===== src/rtl/fir_param_axis.sv =====
// Sequential (one MAC per cycle) FIR filter with AXI-Stream style handshakes,
// shift-loaded coefficients and a saturated output.
module fir_param_axis #(
   parameter int TAP_SIZE    = 6,
   parameter int NBR_OF_TAPS = 8,
   parameter int X_N_SIZE    = 8,
   parameter int Y_N_SIZE    = 14
) (
   input  logic                       clk,
   input  logic                       reset,
   input  logic signed [X_N_SIZE-1:0] x_n,
   input  logic                       s_axis_fir_tvalid,
   output logic                       s_axis_fir_tready,
   input  logic                       s_set_coeffs,
   input  logic signed [TAP_SIZE-1:0] coeff_in,
   input  logic                       coeff_valid,
   output logic signed [Y_N_SIZE-1:0] y_n,
   output logic                       m_axis_fir_tvalid,
   input  logic                       m_axis_fir_tready,
   output logic                       sat_flag
);

   localparam int KW    = (NBR_OF_TAPS > 1) ? $clog2(NBR_OF_TAPS) : 1;
   localparam int CW    = $clog2(NBR_OF_TAPS + 1);
   localparam int ACC_W = TAP_SIZE + X_N_SIZE + $clog2(NBR_OF_TAPS);

   localparam logic signed [ACC_W-1:0] Y_MAX = ACC_W'((64'sd1 <<< (Y_N_SIZE - 1)) - 64'sd1);
   localparam logic signed [ACC_W-1:0] Y_MIN = ACC_W'(-(64'sd1 <<< (Y_N_SIZE - 1)));

   typedef enum logic [1:0] {
      IDLE   = 2'd0,
      CONFIG = 2'd1,
      MAC    = 2'd2,
      DONE   = 2'd3
   } state_t;

   state_t                     state_q;
   logic signed [TAP_SIZE-1:0] taps_q  [NBR_OF_TAPS];
   logic signed [X_N_SIZE-1:0] buffs_q [NBR_OF_TAPS];
   logic signed [ACC_W-1:0]    acc_q;
   logic [KW-1:0]              k_q;
   logic [CW-1:0]              cnt_q;
   logic signed [Y_N_SIZE-1:0] y_q;
   logic                       sat_q;
   logic                       vld_q;

   logic signed [ACC_W-1:0]    tap_ext_d;
   logic signed [ACC_W-1:0]    smp_ext_d;
   logic signed [ACC_W-1:0]    acc_d;
   logic signed [Y_N_SIZE-1:0] y_sat_d;
   logic                       sat_d;

   // Clamp a full-precision sum into the output range; MSB of the result is the clamp flag.
   function automatic logic [Y_N_SIZE:0] saturate(input logic signed [ACC_W-1:0] v);
      logic [Y_N_SIZE:0] r;
      if (v > Y_MAX) begin
         r = {1'b1, Y_MAX[Y_N_SIZE-1:0]};
      end else if (v < Y_MIN) begin
         r = {1'b1, Y_MIN[Y_N_SIZE-1:0]};
      end else begin
         r = {1'b0, v[Y_N_SIZE-1:0]};
      end
      return r;
   endfunction

   assign s_axis_fir_tready = (state_q == IDLE) & ~s_set_coeffs;
   assign y_n               = y_q;
   assign sat_flag          = sat_q;
   assign m_axis_fir_tvalid = vld_q;

   // Current MAC step: sign-extended operands, running sum and its clamped form.
   always_comb begin
      tap_ext_d = {{(ACC_W - TAP_SIZE){taps_q[k_q][TAP_SIZE-1]}}, taps_q[k_q]};
      smp_ext_d = {{(ACC_W - X_N_SIZE){buffs_q[k_q][X_N_SIZE-1]}}, buffs_q[k_q]};
      acc_d     = acc_q + tap_ext_d * smp_ext_d;
      {sat_d, y_sat_d} = saturate(acc_d);
   end

   // Control FSM, delay line, coefficient shift register and registered outputs.
   always_ff @(posedge clk or posedge reset) begin
      if (reset) begin
         state_q <= IDLE;
         acc_q   <= '0;
         k_q     <= '0;
         cnt_q   <= '0;
         y_q     <= '0;
         sat_q   <= 1'b0;
         vld_q   <= 1'b0;
         for (int i = 0; i < NBR_OF_TAPS; i++) begin
            buffs_q[i] <= '0;
            taps_q[i]  <= '0;
         end
         taps_q[0] <= TAP_SIZE'(1);
      end else begin
         case (state_q)
            IDLE: begin
               // A coefficient request wins over a sample offered in the same cycle.
               if (s_set_coeffs) begin
                  cnt_q   <= '0;
                  state_q <= CONFIG;
               end else if (s_axis_fir_tvalid) begin
                  buffs_q[0] <= x_n;
                  for (int i = 1; i < NBR_OF_TAPS; i++) begin
                     buffs_q[i] <= buffs_q[i-1];
                  end
                  acc_q   <= '0;
                  k_q     <= '0;
                  state_q <= MAC;
               end else begin
                  state_q <= IDLE;
               end
            end
            CONFIG: begin
               if (coeff_valid) begin
                  taps_q[0] <= coeff_in;
                  for (int i = 1; i < NBR_OF_TAPS; i++) begin
                     taps_q[i] <= taps_q[i-1];
                  end
                  cnt_q <= cnt_q + CW'(1);
               end else begin
                  cnt_q <= cnt_q;
               end
               if (!s_set_coeffs || (coeff_valid && (cnt_q == CW'(NBR_OF_TAPS - 1)))) begin
                  state_q <= IDLE;
               end else begin
                  state_q <= CONFIG;
               end
            end
            MAC: begin
               acc_q <= acc_d;
               if (k_q == KW'(NBR_OF_TAPS - 1)) begin
                  k_q     <= '0;
                  y_q     <= y_sat_d;
                  sat_q   <= sat_d;
                  vld_q   <= 1'b1;
                  state_q <= DONE;
               end else begin
                  k_q <= k_q + KW'(1);
               end
            end
            DONE: begin
               if (m_axis_fir_tready) begin
                  vld_q   <= 1'b0;
                  state_q <= IDLE;
               end else begin
                  state_q <= DONE;
               end
            end
            default: begin
               vld_q   <= 1'b0;
               state_q <= IDLE;
            end
         endcase
      end
   end

endmodule


===== config.mk =====
export PLATFORM = sky130hd
export DESIGN_NAME = fir_param_axis
export DESIGN_NICKNAME = d
export VERILOG_FILES = /design/src/rtl/fir_param_axis.sv
export SDC_FILE = /design/constraint.sdc
export NUM_CORES = 1
export LEC_CHECK = 0
export CORE_MARGIN = 1
export CORE_UTILIZATION = 35
export DETAILED_ROUTE_END_ITERATION = 12
export MAX_ROUTING_LAYER = met4
export SYNTH_ARGS = -nofsm -noshare
export SYNTH_HDL_FRONTEND = slang
export SYNTH_SLANG_ARGS = --single-unit

===== constraint.sdc =====
create_clock -name clk -period 10.5 [get_ports clk]
set_clock_uncertainty 0.05 [all_clocks]
set_input_delay 1.05 -clock clk [delete_from_list [all_inputs] [get_ports clk]]
set_output_delay 1.05 -clock clk [all_outputs]
set_load 0.05 [all_outputs]

; ---- Yosys cells after proc, flatten, opt, wreduce, memory -nomap -nowiden
; Index checks and enable logic that the tools add are counted.
; W data, S select, Z words.
[word_totals]
ff_bits = 154
elab_cells = 84
input_bits = 20
[classes]
n_eq_ne = 11
bitwise_logic = 3
add_sub_neg = 3
muxes = 27
multipliers = 1
reduce_logical = 13
order_cmp = 3
[ops]
columns = operator, count
row1 = $mux W17, 2
row2 = $pmux W17 S2, 1
row3 = $mux W15, 2
row4 = $bmux W8 S3, 1
row5 = $bmux W6 S3, 1
row6 = $add A17 B14 Y17, 1
row7 = $gt A17 B14 Y1 const B, 1
row8 = $lt A17 B14 Y1 const B, 1
row9 = $mux W8, 2
row10 = $mul A6 B8 Y14, 1
row11 = $mux W6, 2
row12 = $ne A2 B2 Y1 const B, 6
row13 = $reduce_and A3 Y1, 4
row14 = $mux W3, 3
row15 = $mux W2, 4
row16 = $mux W4, 2
row17 = $pmux W2 S4, 1
row18 = $pmux W4 S2, 1
row19 = $pmux W3 S2, 1
row20 = $reduce_bool A2 Y1, 3
row21 = $add A4 B1 Y4 const B, 1
row22 = $eq A2 B2 Y1 const B, 2
row23 = $eq A4 B3 Y1 const B, 1
row24 = $ge A4 B4 Y1 const B, 1
row25 = 13 further kinds, 16

; ---- Depth between registers and ports, before layout
; Gate-level depths: netlist of the first run.
[logic_depth]
depth_word = 9
mapped_depth = 23
mapped_depth_nobuf = 19

; ---- Worst setup path after synthesis of the first run
; No wires, ideal clock.
[synth_timing]
kind = reg2reg
from = reg k_q[0]
to = reg y_q[5], in the netlist y_n[5]
t_required_ps = 10384
slack_ps = 4360
arrival_ps = 6024
setup_time_ps = 66
synth_period_minus_slack_ps = 6140
path_stages_with_launch = 22
path_buffers = 2
cell_sequence = dfrtp_1 buf_2 mux4_2 mux2i_1 nor2_1 fa_1 inv_1 fa_1 inv_1 fa_1 inv_1 fa_1 inv_1 ha_1 a21o_1 a21o_1 a21o_1 a22o_1 or2_1 buf_6 o32ai_1 o22a_1
[synth_between]
elab_chain_len = 9
[synth_lines]
columns = item, line
row1 = start: declaration, 41  ; logic [KW-1:0] k_q;
row2 = start signal: assignment, 138  ; k_q <= k_q + KW'(1);
row3 = $not A3 Y4 (implied by the code), "73, 74"
row4 = $bmux W6 S3 or $bmux W8 S3 (tied branches), "73, 74"
row5 = $mux W6 (implied by the code) or $mux W8 (tied branches) (2 in a row), "73, 74"
row6 = $mul A6 B8 Y14, 75  ; acc_d = acc_q + tap_ext_d * smp_ext_d;
row7 = $add A17 B14 Y17, 75
row8 = $lt A17 B14 Y1, 58  ; end else if (v < Y_MIN) begin
row9 = $mux W15, 58
row10 = $mux W15, 56  ; if (v > Y_MAX) begin
row11 = end signal: assignment, 133  ; y_q <= y_sat_d;
row12 = end: declaration, 43  ; logic signed [Y_N_SIZE-1:0] y_q;
; Several ways; a longest one is shown, not always the timed one. The select of a mux whose other input is x is not followed.
; A chain may end at the register's enable or synchronous reset.

; ---- Worst setup path after layout of the first run
[layout_timing]
from = reg k_q[0]
to = reg y_q[8], in the netlist y_n[8]
; The elaborated chain is that of the path after synthesis.

==> metrics.md, run 1 <==
| Metric | Value |
|---|---|
| Die Span X | `167 µm` |
| Top-Level Pins | `37` |
| Worst r2r dst | `y_n[8]` |
| YS warnings | `0` |
| Core Area | `26800 µm²` |
| Die Height | `167 µm` |
| Synth Area per Inst | `12.2 µm²` |
| First DRT Iteration DRCs | `303` |
| TritonCTS clock tree | `built` |
| Share of layout cells above drive strength 1 | `25.2%` |
| Wire per inst | `15.9 µm` |
| Slowest CP cell | `dfrtp_2` |
| Pin count of the biggest net entering global routing | `102` |
| Hold path start | `acc_q[9]` |
| Worst path cell trace | `mux4_2, mux2i_1, nor2_1, fa_1, inv_1, fa_1, inv_1, fa_1, inv_1, fa_1, inv_1, ha_1, a21o_1, nor3_2, a311oi_2, a221oi_1, nand2_1, o32ai_1, o22a_1` |
| Grt ovf | `0` |
| Via count | `5809` |
| Fmax | `135 MHz` |
| Critical Path RT | `10.82 ns` |
| Setup TNS | `0 ns` |
| Final Hold Fails | `0` |
| # fillers | `2510` |
| Ys flop type | `dfrtp_1` |
| Crit share post-route | `70.3%` |
| Tmin final | `7.38 ns` |
| Fraction of registers with async set/reset | `100%` |
| Register area share after synthesis | `40.5%` |
| Synth Net Count | `891` |
| PortBufs | `36` |
| Worst skew pair latency | `0.43 ns` |
| CP Class | `reg -> reg` |
| Register bit total from synthesis | `154` |
| Total setup buffers inserted after CTS | `0` |
| Max Cap Viol | `0` |
| Cell count of the worst reg-to-reg path | `19` |
| Element type at the critical path start | `register` |
| Synth-to-layout area growth | `13.1%` |
| Synth Cell Area | `9520 µm²` |
| Synth cell types | `65` |
| # DRC | `0` |
| CP max stage delay | `1.04 ns` |
| Die area | `27900 µm²` |
| RSZ-0062 raised after global routing | `false` |
| Final wirelength | `18.4 mm` |
| Initial antenna violation count | `0` |
| H-tree levels | `4` |
| Arrival time of the worst setup path | `7.71 ns` |
| Mapped Cells | `778` |
| Initial Utilization | `35.5%` |
| Fin nets | `916` |
| All-layer global routing usage | `14.5%` |
| First-pass GRT wire length | `31.2 mm` |
| R2r startpoint | `k_q[0]` |
| Antenna diode count | `0` |
| Hold Buf Count CTS | `0` |
| Total CTS buffers | `17` |
| DRT antenna net count | `0` |
| Slew HR | `24.2%` |
| Post-DP HPWL | `12.9 mm` |
| # rows | `60` |
| Vias in the first global route | `6060` |
| Clock root buffer | `clkbuf_16` |
| Post-synth EDFFs | `0` |
| Worst min path class | `reg -> reg` |
| Outcome | `finished clean` |
| PostCTS Resize Cnt | `0` |
| Worst-margin pin slew | `1.13 ns` |
| Max clock buf depth | `2` |
| Yosys top cell area share | `40.2%` |
| Worst-path fanout max | `31` |
| Final setup fails | `0` |
| Synth area leaders | `dfrtp_1, mux2_2, fa_1` |
| R2R setup slack | `3.12 ns` |
| Vias per cell | `5.03` |
| Nature of the critical path endpoint | `register` |
| Router iterations before antenna repair | `5` |
| Max Slew Vio Count | `0` |
| Hold path endpoint | `acc_q[9]` |
| Clock-pin slew on the worst setup and hold paths | `0.07 ns` |
| Synth area leader | `dfrtp_1` |
| Hold-critical path depth | `2` |
| Clk sinks | `154` |
| GP Congestion | `0.882` |
## cell usage in the layout (no fill, tap or decap), drive strengths merged, types with 2 or more instances in the layout
cell type	Yosys	layout
o21ai	20	20
fa	51	51
nor2	48	48
and3	2	2
nand3	5	5
o2bb2ai	4	4
mux2	113	113
nand2	36	36
o32a	4	4
mux4	28	28
a21oi	9	9
clkbuf	23	17
mux2i	17	17
clkinv	0	4
o32ai	5	5
dfrtp	153	153
clkdlybuf4s50	0	36
a221o	2	2
nor3	6	6
o21bai	2	2
and2	4	4
inv	99	108
buf	11	4
or2	10	10
o211ai	2	2
nor2b	11	11
a21o	8	8
ha	42	42
nor4	4	4
xnor2	12	12
a221oi	2	2
a22o	10	10
a31oi	2	2
o22a	6	6
xor2	4	4
nand2b	4	4
o22ai	2	2
o41ai	2	2
## critical path: cells and delay by family (launching register included)
kind | cells | cell delay, ns
adder cells (fa/ha/maj) | 5 | 2.59
multiplexers | 2 | 1.24
flip-flops | 1 | 1.04
AO/OA/AOI/OAI | 5 | 1.60
buffers and inverters | 4 | 0.30
AND/OR/NAND/NOR | 3 | 0.50
## registers in the layout, indices dropped and copies added (netlist names)
register           flops
k_q                    3
m_axis_fir_tvalid      1
buffs_q               64
cnt_q                  4
state_q                2
taps_q                48
acc_q                 17
y_n                   14
sat_flag               1
## cell families after synthesis
| kind of cell | count (synthesis) | synth area share [%] |
|---|---|---|
| AOI/OAI and AO/OA | 90 | 7.58 |
| DFF | 154 | 40.5 |
| and+or+nand+nor | 134 | 6.67 |
| adders and majority gates | 93 | 16.2 |
| buffers and inverters | 133 | 5.60 |
| xor gates and xnor gates | 16 | 1.67 |
| muxes | 158 | 21.8 |
## metal layers
| metal | part of all wire, % | wire length [µm] | track usage, % |
|---|---|---|---|
| met5 | 0 | 0 | - |
| met4 | 1.0 | 190 | 3.62 |
| met3 | 2.6 | 484 | 2.76 |
| met2 | 48 | 8760 | 22.8 |
| met1 | 49 | 8940 | 19.2 |
## worst max-delay path by stage
| stage | start | end | slack, ns |
|---|---|---|---|
| after global routing | k_q[0] | y_n[9] | 2.62 |
| after floorplan | k_q[0] | y_n[5] | 4.36 |
| after global placement | k_q[0] | y_n[8] | 3.09 |
| after detailed placement | k_q[0] | y_n[8] | 3.09 |
| after CTS | k_q[0] | y_n[8] | 3.07 |
| final | k_q[0] | y_n[8] | 3.12 |
## stage by stage
step | instance area [µm²] | worst slack (ns) | cells | util (%) | hold slack [ns]
final | 10800 | 3.12 | 1156 | 40.2 | 0.446
after global routing | 10800 | 2.62 | 1156 | 40.2 | 0.464
after CTS | 10800 | 3.07 | 1156 | 40.2 | 0.450
after detailed placement | 10200 | 3.09 | 1125 | 38.0 | 0.436
after global placement | 10200 | 3.09 | 1125 | 38.0 | 0.432
after floorplan | 9520 | 4.36 | 778 | - | 0.400
## synthesized netlist by cell type, drive strengths merged, types with 2 or more instances
library cell  count
buf              11
o2bb2ai           4
mux2            113
or2              10
o22ai             2
mux4             28
dfrtp           153
o21bai            2
o22a              6
o32ai             5
a221o             2
nor3              6
nand3             5
o41ai             2
nor2b            11
nand2            36
xnor2            12
a21o              8
a21oi             9
nand2b            4
o211ai            2
a22o             10
ha               42
a31oi             2
fa               51
nor2             48
o32a              4
o21ai            20
a221oi            2
xor2              4
mux2i            17
and3              2
nor4              4
clkbuf           23
and2              4
inv              99
## cell type report
| type | count | area (µm²) | area share (%) |
|---|---|---|---|
| Multi-Input combinational cell | 491 | 5140 | 47.7 |
| Sequential cell | 154 | 3860 | 35.8 |
| Tap cell | 341 | 427 | 3.96 |
| Clock buffer | 17 | 425 | 3.95 |
| Timing Repair Buffer | 40 | 390 | 3.62 |
| Inverter | 99 | 377 | 3.50 |
| Clock inverter | 14 | 159 | 1.47 |
Power of run 1 is not shown: default switching activity piles up to over one toggle a cycle in this logic, so the estimate is an artifact.
==> run 2, diff against run 1 <==
- clock period: 10.5 -> 7.57 ns (I/O delays scaled with it)
==> run 2 against run 1 <==
Net effect:
- core utilization rose by 0.47 points
- largest cell class unchanged
- global-route usage increased by 0.53 points
- critical path depth stayed put
- routed wire length rose by 1.4%
- sequential share of layout area fell by 0.41 points
- die area is the same
==> metrics.md, run 2 (synthesis results as in run 1) <==
| Metric | Value |
|---|---|
| DRT antenna net count | `0` |
| FF+latch area | `3860 µm²` |
| All-layer global routing usage | `15.0%` |
| Cell count of the worst reg-to-reg path | `19` |
| Last element of the critical path | `y_n[10]` |
| Initial antenna violation count | `0` |
| Dpl cell area | `10300 µm²` |
| Clock root buffer | `clkbuf_16` |
| Number of flip-flops in the largest register | `64` |
| Via count | `5850` |
| Clock-pin slew on the worst setup and hold paths | `0.07 ns` |
| # fillers | `2504` |
| Die area | `27900 µm²` |
| Worst r2r dst | `y_n[10]` |
| Hold Buf Count CTS | `0` |
| Hold path start | `acc_q[10]` |
| Antenna diode count | `0` |
| Slowest CP cell | `dfrtp_1` |
| Max Slew Vio Count | `0` |
| Max Cap Viol | `0` |
| Outcome | `finished clean` |
| Die Span X | `167 µm` |
| Largest regs | `buffs_q: 64 flops, taps_q: 48 flops, acc_q: 17 flops` |
| Setup crit start | `k_q[1]` |
| Die Height | `167 µm` |
| Footprint of the multi-input gates | `5140 µm²` |
| Final wirelength | `18.6 mm` |
| Core Area | `26800 µm²` |
| Worst-path fanout max | `15` |
| Worst path cell trace | `mux4_2, mux2i_1, nor2_1, fa_1, inv_1, fa_1, inv_1, fa_1, inv_1, fa_1, inv_1, ha_1, a21o_1, o22ai_1, a31o_1, o21ai_2, xnor2_4, a2bb2oi_4, o32a_1` |
| Synth-to-layout area growth | `14.4%` |
| Setup TNS | `0 ns` |
| Fmax | `147 MHz` |
| Post-DP HPWL | `13.2 mm` |
| Most flops, register | `buffs_q` |
| Initial Utilization | `35.5%` |
| Worst-margin pin slew | `1.13 ns` |
| Worst min path class | `reg -> reg` |
| Most common cell after layout, fill and taps aside | `dfrtp_1` |
| Final setup fails | `0` |
| CP Class | `reg -> reg` |
| R2r startpoint | `k_q[1]` |
| Crit share post-route | `90.1%` |
| RSZ-0062 raised after global routing | `false` |
| Wire per inst | `15.9 µm` |
| Grt ovf | `0` |
| CP max stage delay | `0.77 ns` |
| Placed cell count | `1140` |
| First DRT Iteration DRCs | `298` |
| PostCTS Resize Cnt | `0` |
| Final Hold Fails | `0` |
| Final non-filler cell total | `1172` |
| TritonCTS clock tree | `built` |
| Clk sinks | `154` |
| Share of layout cells above drive strength 1 | `26.5%` |
| Tmin final | `6.82 ns` |
| Vias in the first global route | `6168` |
| Final hold slack | `0.446 ns` |
| # rows | `60` |
| Arrival time of the worst setup path | `7.08 ns` |
| Total CTS buffers | `17` |
| Router iterations before antenna repair | `4` |
| Vias per cell | `4.99` |
| Pin count of the biggest net entering global routing | `100` |
| Critical Path RT | `7.84 ns` |
| GP Congestion | `0.885` |
| First-pass GRT wire length | `32.3 mm` |
| Top-Level Pins | `37` |
| Worst skew pair latency | `0.43 ns` |
| H-tree levels | `4` |
| Nature of the critical path endpoint | `register` |
| Commonest cells after routing, fill and taps aside | `dfrtp_1, mux2_2, inv_1` |
| Fin nets | `931` |
| PortBufs | `36` |
| # DRC | `0` |
| Max clock buf depth | `2` |
| Slew HR | `24.1%` |
| Total setup buffers inserted after CTS | `0` |
| Final instance area | `10900 µm²` |
| Element type at the critical path start | `register` |
| R2R setup slack | `0.75 ns` |
==> run 2: changes by cell type in the layout (fill, tap and decap cells not counted), sizes merged <==
cell      delta
buf         +15
bufinv       +1
clkbuf       +2
clkinv       -3
clkinvlp     +3
inv          -2
==> run 2: critical path, delay by kind of cell, from the launching register on <==
| family | cells | cell delay (ns) |
|---|---|---|
| fa+ha+maj | 5 | 2.57 |
| compound gates | 6 | 1.38 |
| mux | 2 | 0.99 |
| flops | 1 | 0.77 |
| xor+xnor | 1 | 0.39 |
| buf+inv | 4 | 0.31 |
| simple gates | 1 | 0.24 |
==> run 2: worst min path at each step <==
stage	depth (start not counted)	slack, ns	to
floorplan	2	0.40	acc_q[5]
global placement	2	0.43	acc_q[3]
detailed placement	2	0.43	acc_q[10]
CTS	2	0.45	acc_q[10]
global route	1	0.48	taps_q[1]
finish	2	0.45	acc_q[10]
==> run 2: per-layer routing <==
| metal | vias up | GRT usage [%] | part of all wire [%] |
|---|---|---|---|
| met5 | - | - | 0 |
| met4 | 0 | 4.07 | 1.1 |
| met3 | 20 | 3.35 | 3.5 |
| met2 | 90 | 22.7 | 47 |
| met1 | 2965 | 20.3 | 48 |
| li1 | 2775 | - | - |
==> run 2: per-stage QoR <==
stage	util (%)	setup WS, ns
floorplan	-	1.43
global placement	38.4	0.868
detailed placement	38.4	0.816
CTS	40.7	0.785
global route	40.7	0.419
finish	40.7	0.753
==> run 2: area by class of cell <==
class	count	area share, %
multi-input cells	491	47.2
flip-flops and latches	154	35.4
repair buffers	55	4.61
clock buffers	19	4.06
well taps	341	3.91
inverters	99	3.46
clock inverters	13	1.41
Power of run 2 is left out for the same reason.
